**src/rtl/fb_write_arbiter.sv**
```systemverilog
// Framebuffer write-port arbiter: merges single-pixel writes with a rectangle-fill engine,
// round-robin while a fill is running, and drives registered RAM write signals.
module fb_write_arbiter #(
    parameter int unsigned WIDTH      = 320,
    parameter int unsigned HEIGHT     = 240,
    parameter int unsigned DATA_WIDTH = 16,
    localparam int unsigned XW        = $clog2(WIDTH),
    localparam int unsigned YW        = $clog2(HEIGHT)
) (
    input  logic                  wr_clk,
    input  logic                  rst,

    input  logic                  px_valid,
    output logic                  px_ready,
    input  logic [XW-1:0]         px_x,
    input  logic [YW-1:0]         px_y,
    input  logic [DATA_WIDTH-1:0] px_data,

    input  logic                  fill_valid,
    output logic                  fill_ready,
    input  logic [XW-1:0]         fill_x0,
    input  logic [XW-1:0]         fill_x1,
    input  logic [YW-1:0]         fill_y0,
    input  logic [YW-1:0]         fill_y1,
    input  logic [DATA_WIDTH-1:0] fill_color,
    output logic                  fill_busy,
    output logic                  fill_done,

    output logic                  wr_en,
    output logic [XW-1:0]         x_out,
    output logic [YW-1:0]         y_out,
    output logic [DATA_WIDTH-1:0] wr_out
);

    localparam logic [XW-1:0] XMAX = XW'(WIDTH - 1);
    localparam logic [YW-1:0] YMAX = YW'(HEIGHT - 1);

    typedef enum logic [0:0] {StIdle, StFill} state_e;

    state_e                state_q, state_d;
    logic                  last_px_q, last_px_d;
    logic [XW-1:0]         cx_q, cx_d;
    logic [YW-1:0]         cy_q, cy_d;
    logic [XW-1:0]         x0_q, x0_d;
    logic [XW-1:0]         x1_q, x1_d;
    logic [YW-1:0]         y1_q, y1_d;
    logic [DATA_WIDTH-1:0] color_q, color_d;

    logic                  wr_en_q, wr_en_d;
    logic [XW-1:0]         x_out_q, x_out_d;
    logic [YW-1:0]         y_out_q, y_out_d;
    logic [DATA_WIDTH-1:0] wr_out_q, wr_out_d;
    logic                  fill_done_q, fill_done_d;

    logic                  px_in_range;
    logic [XW-1:0]         cmd_x1;
    logic [YW-1:0]         cmd_y1;
    logic                  cmd_degenerate;
    logic                  px_grant;
    logic                  fill_grant;

    always_comb begin
        px_in_range    = (px_x <= XMAX) && (px_y <= YMAX);
        cmd_x1         = (fill_x1 > XMAX) ? XMAX : fill_x1;
        cmd_y1         = (fill_y1 > YMAX) ? YMAX : fill_y1;
        cmd_degenerate = (fill_x0 > cmd_x1) || (fill_y0 > cmd_y1) ||
                         (fill_x0 > XMAX) || (fill_y0 > YMAX);
    end

    assign px_ready   = (state_q == StIdle) || !last_px_q;
    assign fill_ready = (state_q == StIdle);
    assign fill_busy  = (state_q == StFill);
    assign fill_done  = fill_done_q;
    assign wr_en      = wr_en_q;
    assign x_out      = x_out_q;
    assign y_out      = y_out_q;
    assign wr_out     = wr_out_q;

    always_comb begin
        state_d     = state_q;
        last_px_d   = last_px_q;
        cx_d        = cx_q;
        cy_d        = cy_q;
        x0_d        = x0_q;
        x1_d        = x1_q;
        y1_d        = y1_q;
        color_d     = color_q;
        wr_en_d     = 1'b0;
        x_out_d     = x_out_q;
        y_out_d     = y_out_q;
        wr_out_d    = wr_out_q;
        fill_done_d = 1'b0;
        px_grant    = 1'b0;
        fill_grant  = 1'b0;

        unique case (state_q)
            StIdle: begin
                px_grant = px_valid;
                if (fill_valid) begin
                    x0_d    = fill_x0;
                    x1_d    = cmd_x1;
                    y1_d    = cmd_y1;
                    color_d = fill_color;
                    cx_d    = fill_x0;
                    cy_d    = fill_y0;
                    if (cmd_degenerate) begin
                        fill_done_d = 1'b1;
                    end else begin
                        state_d   = StFill;
                        // A same-cycle pixel takes this slot, so the fill owns the next one.
                        last_px_d = px_valid;
                    end
                end
            end
            StFill: begin
                if (px_valid && !last_px_q) begin
                    px_grant  = 1'b1;
                    last_px_d = 1'b1;
                end else begin
                    fill_grant = 1'b1;
                    last_px_d  = 1'b0;
                    if (cx_q == x1_q) begin
                        cx_d = x0_q;
                        cy_d = cy_q + 1'b1;
                        if (cy_q == y1_q) begin
                            state_d     = StIdle;
                            fill_done_d = 1'b1;
                        end
                    end else begin
                        cx_d = cx_q + 1'b1;
                    end
                end
            end
            default: state_d = StIdle;
        endcase

        // Out-of-range pixels still consume their slot but never reach the RAM.
        if (px_grant && px_in_range) begin
            wr_en_d  = 1'b1;
            x_out_d  = px_x;
            y_out_d  = px_y;
            wr_out_d = px_data;
        end else if (fill_grant) begin
            wr_en_d  = 1'b1;
            x_out_d  = cx_q;
            y_out_d  = cy_q;
            wr_out_d = color_q;
        end
    end

    always_ff @(posedge wr_clk or negedge rst) begin
        if (!rst) begin
            state_q     <= StIdle;
            last_px_q   <= 1'b0;
            cx_q        <= '0;
            cy_q        <= '0;
            x0_q        <= '0;
            x1_q        <= '0;
            y1_q        <= '0;
            color_q     <= '0;
            wr_en_q     <= 1'b0;
            x_out_q     <= '0;
            y_out_q     <= '0;
            wr_out_q    <= '0;
            fill_done_q <= 1'b0;
        end else begin
            state_q     <= state_d;
            last_px_q   <= last_px_d;
            cx_q        <= cx_d;
            cy_q        <= cy_d;
            x0_q        <= x0_d;
            x1_q        <= x1_d;
            y1_q        <= y1_d;
            color_q     <= color_d;
            wr_en_q     <= wr_en_d;
            x_out_q     <= x_out_d;
            y_out_q     <= y_out_d;
            wr_out_q    <= wr_out_d;
            fill_done_q <= fill_done_d;
        end
    end

endmodule

```
**config.mk**
```make
export PLATFORM = sky130hd
export DESIGN_NAME = fb_write_arbiter
export DESIGN_NICKNAME = d
export VERILOG_FILES = /design/src/rtl/fb_write_arbiter.sv
export SDC_FILE = /design/constraint.sdc
export NUM_CORES = 1
export LEC_CHECK = 0
export ABC_AREA = 1
export BUFFER_PORTS_ARGS = -buffer_cell sky130_fd_sc_hd__buf_2
export CAP_MARGIN = 15
export CORE_MARGIN = 2
export CORE_UTILIZATION = 54
export CTS_CLUSTER_DIAMETER = 200
export CTS_CLUSTER_SIZE = 30
export DETAILED_ROUTE_END_ITERATION = 7
export GPL_TIMING_DRIVEN = 0
export PLACE_DENSITY = 0.86
export SETUP_SLACK_MARGIN = 0.02
export SYNTH_ARGS = -nofsm -noshare
export SYNTH_HDL_FRONTEND = slang
export SYNTH_SLANG_ARGS = --single-unit
```
**constraint.sdc**
```tcl
create_clock -name wr_clk -period 1.8 [get_ports wr_clk]
set_clock_uncertainty 0.1 [all_clocks]
set_input_delay 0.09 -clock wr_clk [delete_from_list [all_inputs] [get_ports wr_clk]]
set_output_delay 0.09 -clock wr_clk [all_outputs]
set_load 0.01 [all_outputs]
```
==> flow_summary.yaml, run 1 <==
power_and_ir_drop:
  combPwrFrac_pct: 49.1
  seqPwrFrac_pct: 38.0
  ir_drop_mv: 0.748
  power_density_nw_per_um2: 1420
  internal_power_mw: 5.78
  p_sw_share_pct: 43.9
  power.leakage_nw: 3.56
  netSwitchingPower_mw: 4.52
  clkPwrFrac_pct: 12.9
sta:
  min_period_over_period_pct: 98.1
  period_needed_ns: 1.77
  fmax_mhz: 566
  drv_slew: 0
  rsz0062_at_grt: "yes"
  tns_ns: 0
  worst_pin_slew_ns: 0.514
  setup_slack_ns: 0.0342
  finalSetupViolations: 0
  relSlewSlack_pct: 65.7
  hold_viol: 0
synthesis:
  synthMuxAreaShare_pct: 0
  yosysTopAreaCell: "dfrtp_1"
  yosysWarnings: 0
  synth_top_family_by_area: "simple AND/OR/NAND/NOR gates"
  synth_xor_area_share_pct: 2.22
  synth_area_per_cell_um2: 8.01
  synthDominantCellAreaShare_pct: 46.7
  yosysSeqAreaShare_pct: 46.7
  ys_ff_latch: 96
  synth_compound_area_share_pct: 13.8
  synth_area_um2: 5140
  synth_nets: 748
  yosys.area_share.simple_pct: 25.0
  synth_adder_area_share_pct: 4.63
  synthTopCellsByArea: "dfrtp_1 47%, nand2_1 13%, nand3_1 6.3%, o21ai_0 6.1%, o211ai_1 4.8%"
  syn_inst: 642
  synth_cell_types: 35
worst_setup_path:
  worst_ep_arrival_time_ns: 1.88
  endpoint_kind: "flip-flop"
  crit_required_ns: 1.92
  worstSetupPathType: "flip-flop to flip-flop"
  critical_path_peak_fanout: 10
  startpoint_type: "flip-flop"
die:
  fp.dieW_um: 102
  start_util_pct: 55.6
  fp.dieArea_um2: 10300
  core_um2: 9240
  ioPinCount: 125
  die_h_um: 102
  core.rowCount: 35
route:
  via_per_inst: 5.48
  drt_iter0_markers: 324
  dr_total_vias: 5520
  drc: 0
  dr.pass1.iters: 5
  detail-route-antenna-nets: 0
  wl_mm: 16.1
  wire_per_inst_um: 16.0
grt:
  grt_overflow: 0
  grt_pass1_wl_mm: 25.4
  grt_max_degree: 74
  grt_pass1_vias: 5489
  antenna_found_initial: 0
  track_usage_pct: 31.4
layout:
  antennaDiodeCount: 0
  fillers: 613
  finalNetCount: 979
  multi_input_area_um2: 2460
  drive_gt1_share_pct: 25.5
  final_util_pct: 78.3
  syn_to_final_growth_pct: 40.8
  seq_area_um2: 2410
  final_common_cell: "nand2_1"
  finalNonFillerCells: 1007
  layout.cells.most_common_list: "167 x nand2_1, 124 x buf_2, 91 x dfrtp_1"
  fin_area_um2: 7240
placed_design:
  place_hpwl_mm: 10.7
  placed_cells: 896
  gp_congestion: 0.901
  io_buffers: 124
  pre_cts_slack_ns: -0.247
  placed_cell_area_um2: 5950
cts:
  cts_root_buf: "clkbuf_8"
  h-tree-depth: 3
  cts.sinks: 96
  cts-buffers-inserted: 9
  clkSlewWorstSetupHoldPaths_ns: 0.10
  clock_latency_ns: 0.37
  clk_path_buf_depth: 2
  cts_tree: "yes"
run:
  max-cap-violations: 0
worst_hold_path:
  hold_path.class: "primary input to flip-flop"
outcome:
  outcome: "finished clean"
==> kinds of logic (layout without fill, tap and decap cells) <==
family | count (synthesis) | in the layout
buffers and inverters | 99 | 335
adders and majority gates | 19 | 19
and+or+nand+nor | 296 | 296
DFF | 96 | 96
AOI/OAI and AO/OA | 119 | 119
xor gates and xnor gates | 13 | 13
==> path summary, 6_finish.rpt <==
| path | startpoint | end | slack, ns | depth (start not counted) |
|---|---|---|---|---|
| hold reg to reg | x0_q[6]$_DFFE_PN0P_ | x0_q[6]$_DFFE_PN0P_ | 0.40 | 2 |
| setup / recovery | fill_busy$_DFF_PN0_ | wr_out[9]$_DFFE_PN0P_ | 0.03 | 8 |
| hold / removal | fill_y0[4] | cy_q[4]$_DFFE_PN0P_ | 0.02 | 5 |
| min in group asynchronous | rst | wr_out[1]$_DFFE_PN0P_ | 0.07 | 2 |
| setup reg to reg | fill_busy$_DFF_PN0_ | wr_out[9]$_DFFE_PN0P_ | 0.03 | 8 |
| max in group asynchronous | rst | cx_q[2]$_DFFE_PN0P_ | 0.83 | 3 |
==> power groups by stage <==
stage               clock network (mW)  logic, mW  registers, mW
floorplan                            0       2.83           3.94
global placement                     0       4.20           3.84
detailed placement                   0       4.38           3.90
CTS                               1.33       4.65           3.85
global route                      1.43       5.63           4.01
finish                            1.33       5.06           3.91
==> stage by stage <==
step | power, mW | hold WS (ns)
3_3_place_gp | 8.04 | 0.206
6_report | 10.3 | 0.0191
4_1_cts | 9.84 | 0.00544
3_5_place_dp | 8.28 | -0.0857
5_1_grt | 11.1 | 0.0401
2_1_floorplan | 6.77 | -0.306
==> registers in the layout, indices dropped and copies added, names as in the netlist <==
register,flops
wr_en,1
wr_out,16
cy_q,8
last_px_q,1
cx_q,9
fill_done,1
y_out,8
y1_q,8
x_out,9
color_q,16
x1_q,9
x0_q,9
fill_busy,1
==> cells in the mapped netlist (all sizes together) <==
cell type / number
nor2: 35
dfrtp: 96
xor2: 9
nand2: 178
a21oi: 12
nand3b: 2
o21ai: 69
buf: 8
clkbuf: 21
nor3: 1
nand4: 10
a211oi: 1
a21o: 2
or2: 4
o211ai: 33
xnor2: 4
nand3: 65
and2: 1
ha: 19
o22ai: 1
o21a: 1
inv: 69
clkinv: 1
==> critical path, stage by stage, from the launching register on <==
cell and delay, ns:
dfrtp_1 0.40, buf_4 0.19, nand2_1 0.13, nand2_2 0.13
nor2_4 0.15, nand2_4 0.09, buf_2 0.20, nand3_1 0.10
o211ai_1 0.13
==> cell type report <==
type	instances	area share, %
buffer	29	2.44
clock buffer	10	1.76
clock inverter	6	0.744
inverter	70	3.74
multi-input combinational	447	34.0
sequential	96	33.3
tap	129	2.23
timing repair buffer	219	21.6
timing repair inverter	1	0.104
==> metal layers <==
layer	GRT usage, %	up-vias	share of wire, %
met3	4.55	32	8.7
li1	-	2588	-
met2	54.5	310	49
met5	0	-	0
met4	11.4	0	1.7
met1	40.1	2590	41
==> what timing repair did <==
| item | in CTS | in global routing |
|---|---|---|
| gates cloned | 0 | 1 |
| hold buffers | 83 | 0 |
| pin swaps | 5 | 7 |
| endpoints found under the setup margin | 71 | 78 |
| gates resized for setup | 19 | 55 |
| endpoints found under the hold margin | 178 | 0 |
| buffers inserted | 5 | 7 |
Note: power is estimated with default switching activity, not from simulation.
==> inputs of run 2 (changes only) <==
- PLACE_DENSITY: 0.86 -> 0.88
==> run 2 against run 1 <==
Critical path depth increased by 1. Global-route usage increased by 0.28 points. Flip-flop and latch count unchanged. Non-clock buffer count decreased by 3. Core utilization increased by 1.0 points. Register-to-register slack improved by 0.04 ns. Worst setup slack improved by 0.043 ns. Clock-buffer cell count unchanged. Sequential power about the same. Final cell count decreased by 0.30%. Fmax increased by 2.5%. Sequential share of layout area decreased by 0.45 points. Largest cell class unchanged. Largest power group unchanged.
==> flow_summary.yaml, run 2 (synthesis results as in run 1) <==
outcome:
  outcome: "finished clean"
sta:
  relSlewSlack_pct: 62.4
  hold_viol: 0
  period_needed_ns: 1.72
  fmax_mhz: 580
  holdWs_ns: 0.0102
  finalSetupViolations: 0
  worst_pin_slew_ns: 0.564
  tns_ns: 0
  min_period_over_period_pct: 95.7
  rsz0062_at_grt: "yes"
  setup_slack_ns: 0.0771
  drv_slew: 0
cts:
  cts_root_buf: "clkbuf_8"
  clk_path_buf_depth: 2
  clkSlewWorstSetupHoldPaths_ns: 0.10
  h-tree-depth: 3
  cts.sinks: 96
  cts_tree: "yes"
  cts-buffers-inserted: 9
  clock_latency_ns: 0.37
worst_setup_path:
  reg2reg_depth: 9
  reg2reg_slack_ns: 0.08
  crit_path_start: "fill_busy$_DFF_PN0_"
  crit_required_ns: 1.95
  endpoint_kind: "flip-flop"
  worst_ep_arrival_time_ns: 1.87
  startpoint_type: "flip-flop"
  critical_path_peak_fanout: 10
  worstSetupPathType: "flip-flop to flip-flop"
  reg2reg_to: "wr_out[4]$_DFFE_PN0P_"
  r2r_start: "fill_busy$_DFF_PN0_"
  endpoint: "wr_out[4]$_DFFE_PN0P_"
route:
  dr.pass1.iters: 5
  drt_iter0_markers: 428
  wl_mm: 16.7
  detail-route-antenna-nets: 0
  dr_total_vias: 5527
  wire_per_inst_um: 16.6
  via_per_inst: 5.50
  drc: 0
power_and_ir_drop:
  power.leakage_nw: 3.58
  power_density_nw_per_um2: 1460
  ir_drop_mv: 0.767
  total_power_mw: 10.7
grt:
  antenna_found_initial: 0
  grt_pass1_wl_mm: 25.8
  track_usage_pct: 31.7
  grt_pass1_vias: 5410
  grt_max_degree: 70
  grt_overflow: 0
die:
  core.rowCount: 35
  ioPinCount: 125
  fp.dieW_um: 102
  die_h_um: 102
  core_um2: 9240
  start_util_pct: 55.6
  fp.dieArea_um2: 10300
worst_hold_path:
  worstHoldStart: "fill_x1[6]"
  hold_path.class: "primary input to flip-flop"
placed_design:
  pre_cts_slack_ns: -0.228
  place_hpwl_mm: 10.7
  gp_congestion: 0.901
  io_buffers: 124
layout:
  drive_gt1_share_pct: 25.7
  layout.cells.most_common_list: "167 x nand2_1, 119 x buf_2, 93 x dfrtp_1"
  final_common_cell: "nand2_1"
  antennaDiodeCount: 0
  finalNetCount: 976
  syn_to_final_growth_pct: 42.6
run:
  max-cap-violations: 0
[run 2: area by class of cell]
type	instances	area, um^2
well taps	129	161
inverters	70	270
plain buffers	28	169
flip-flops and latches	96	2410
clock inverters	6	92.6
repair buffers	217	1570
repair inverters	1	5.00
fillers	578	1910
multi-input cells	447	2530
clock buffers	10	128
[run 2: critical path: stages, from the launching register on]
cell and delay (ns):
dfrtp_1 0.39, buf_4 0.18, nand2_1 0.11, nand2_2 0.11, nor2_4 0.14, nand2_4 0.10
inv_4 0.10, buf_6 0.14, nand2_1 0.07, o211ai_1 0.15
[run 2: per-stage QoR]
step | area [um^2] | utilization, % | cells
finish | 7330 | 79.3 | 1004
global route | 7330 | 79.3 | 1004
CTS | 7050 | 76.3 | 996
detailed placement | 5950 | 64.4 | 896
global placement | 5920 | 64.1 | 895
floorplan | 5140 | - | 642
[run 2: power by group]
group          internal [mW]  total (mW)  switching [mW]  leakage (nW)
combinational           2.06        5.16            3.10          2.30
sequential              3.21        3.93           0.724          1.17
clock                  0.791        1.58           0.793         0.103
[run 2: layer usage]
metal	up-vias	wire length, um	track usage, %	share of wire, %
met2	276	7950	52.3	48
li1	2572	-	-	-
met4	0	365	12.3	2.2
met1	2639	6950	41.2	42
met3	40	1390	6.56	8.3
met5	-	0	0	0
[run 2: how the worst min path moves through the flow]
stage	end	slack (ns)	depth (start not counted)
2_1_floorplan	color_q[0]$_DFFE_PN0P_	-0.31	0
4_1_cts	cy_q[5]$_DFFE_PN0P_	0.007	5
3_5_place_dp	x_out[4]$_DFFE_PN0P_	-0.06	1
5_1_grt	cy_q[5]$_DFFE_PN0P_	0.03	5
3_3_place_gp	color_q[15]$_DFFE_PN0P_	0.20	3
6_report	x1_q[6]$_DFFE_PN0P_	0.01	4
[run 2: timing repair]
action | CTS | global route
hold buffers | 82 | 0
buffers inserted | 3 | 11
pin swaps | 3 | 15
resized for setup | 20 | 52
endpoints found under the setup margin | 71 | 91
gates cloned | 0 | 1
hold endpoints to repair | 177 | 0
==> inputs of run 3 (changes only) <==
- CORE_ASPECT_RATIO: unset -> 0.5
==> run 3 against run 2 <==
Clock-buffer cell count decreased by 1. Critical path depth down 1. Power is 10% higher. Worst hold slack improved by 0.0045 ns. First-iteration DRC count increased by 96%. Highest routed layer unchanged. Non-clock buffer count grew 1. Clock power is 42% higher. Core utilization grew 0.50 points. Register-to-register slack lost 0.21 ns. Combinational power increased by 6.4%. Wire length grew 15%. The flow now finishes with violations (negative setup slack).
==> flow_summary.yaml, run 3 (synthesis results as in run 1) <==
cts:
  clock_latency_ns: 0.35
  cts.sinks: 96
  clkSlewWorstSetupHoldPaths_ns: 0.07
  cts_tree: "yes"
  clk_path_buf_depth: 2
  cts-buffers-inserted: 9
  h-tree-depth: 3
  cts_root_buf: "clkbuf_16"
layout:
  drive_gt1_share_pct: 27.9
  finalNonFillerCells: 996
  antennaDiodeCount: 0
  syn_to_final_growth_pct: 45.2
  fin_area_um2: 7460
  final_common_cell: "nand2_1"
  finalNetCount: 976
  layout.cells.most_common_list: "162 x nand2_1, 123 x buf_2, 91 x dfrtp_1"
  fillers: 536
worst_setup_path:
  crit_required_ns: 1.96
  endpoint_kind: "flip-flop"
  cp_top_family: "simple AND/OR/NAND/NOR gates"
  worst-path-buf-inv: 1
  crit_path_max_incr_delay_ns: 0.44
  crit_path_top_delay_cell: "dfrtp_1"
  worst_ep_arrival_time_ns: 2.09
  critical_path_peak_fanout: 6
  worstSetupPathType: "flip-flop to flip-flop"
  startpoint_type: "flip-flop"
  worstPathCellList: "xnor2_1 > nand3_1 > nor2_4 > nand2_4 > a21oi_4 > buf_12 > nand2_1 > o21ai_1"
grt:
  antenna_found_initial: 0
  grt_overflow: 0
  grt_max_degree: 63
  grt_pass1_wl_mm: 27.1
  grt_pass1_vias: 5797
  track_usage_pct: 33.8
sta:
  period_needed_ns: 1.93
  relSlewSlack_pct: 65.7
  drv_slew: 0
  worst_pin_slew_ns: 0.515
  rsz0062_at_grt: "yes"
  fmax_mhz: 517
  finalSetupViolations: 6
  setup_slack_ns: -0.133
  hold_viol: 0
  min_period_over_period_pct: 107
  tns_ns: -0.210
power_and_ir_drop:
  ir_drop_mv: 0.652
  power_density_nw_per_um2: 1580
  power.leakage_nw: 3.65
  total_power_mw: 11.8
placed_design:
  placed_cell_area_um2: 5940
  place_hpwl_mm: 10.6
  gp_congestion: 0.887
  placed_cells: 888
  io_buffers: 124
die:
  fp.dieW_um: 142
  ioPinCount: 125
  fp.dieArea_um2: 10400
  core_um2: 9350
  start_util_pct: 55.0
  die_h_um: 73.0
  core.rowCount: 25
outcome:
  outcome: "finished, violations left"
  violations: "negative setup slack"
run:
  max-cap-violations: 0
route:
  wire_per_inst_um: 19.3
  wl_mm: 19.2
  drc: 0
  dr_total_vias: 6086
  via_per_inst: 6.11
  dr.pass1.iters: 6
  detail-route-antenna-nets: 0
  drt_iter0_markers: 838
worst_hold_path:
  hold_path.class: "primary input to flip-flop"
[run 3: metrics by stage]
stage	util [%]	hold slack, ns	worst slack (ns)
floorplan	-	-0.306	0.163
global placement	63.2	0.201	-0.419
detailed placement	63.5	-0.0204	-0.209
CTS	76.5	0.0131	-0.0404
global route	79.8	0.0385	-0.223
finish	79.8	0.0147	-0.133
[run 3: report_power, final]
part	total [mW]	switching (mW)	leakage (nW)	internal, mW
clock	2.25	0.885	0.162	1.36
sequential	4.02	0.802	1.17	3.22
combinational	5.49	3.42	2.32	2.08
total	11.8	5.10	3.65	6.66
[run 3: worst register-to-register path, delay by kind of cell, from the launching register on]
| kind | cells | cell delay (ns) |
|---|---|---|
| compound gates | 2 | 0.38 |
| xor+xnor | 1 | 0.23 |
| buf+inv | 1 | 0.15 |
| flops | 1 | 0.44 |
| simple gates | 4 | 0.52 |
[run 3: final timing paths]
check	slack, ns	endpoint	from	cells after the start
setup / recovery	-0.13	cy_q[7]$_DFFE_PN0P_	cx_q[1]$_DFFE_PN0P_	8
hold / removal	0.01	x0_q[1]$_DFFE_PN0P_	fill_x0[1]	3
setup reg to reg	-0.13	cy_q[7]$_DFFE_PN0P_	cx_q[1]$_DFFE_PN0P_	8
hold reg to reg	0.40	x0_q[0]$_DFFE_PN0P_	x0_q[0]$_DFFE_PN0P_	2
max in group asynchronous	0.76	wr_out[12]$_DFFE_PN0P_	rst	3
min in group asynchronous	0.15	x1_q[3]$_DFFE_PN0P_	rst	2
[run 3: layout make-up]
cell class | instances | area, um^2 | area share [%]
multi-input combinational | 447 | 2550 | 34.1
sequential | 96 | 2410 | 32.3
timing repair buffer | 218 | 1560 | 20.9
inverter | 70 | 269 | 3.60
clock buffer | 9 | 225 | 3.02
buffer | 28 | 189 | 2.53
tap | 121 | 151 | 2.03
clock inverter | 7 | 119 | 1.59
[run 3: per-layer routing]
layer	GRT usage [%]	share of wire [%]	vias to the layer above
met5	0	0	-
met3	9.91	12	147
met2	57.9	46	556
met1	39.3	36	2813
met4	18.2	6.3	0
li1	-	-	2570
[run 3: what timing repair did]
action,4_1_cts,5_1_grt
hold buffers,78,0
pin swaps,4,13
endpoints found under the setup margin,73,76
hold endpoints to repair,111,0
resized for setup,19,81
setup buffers,5,10
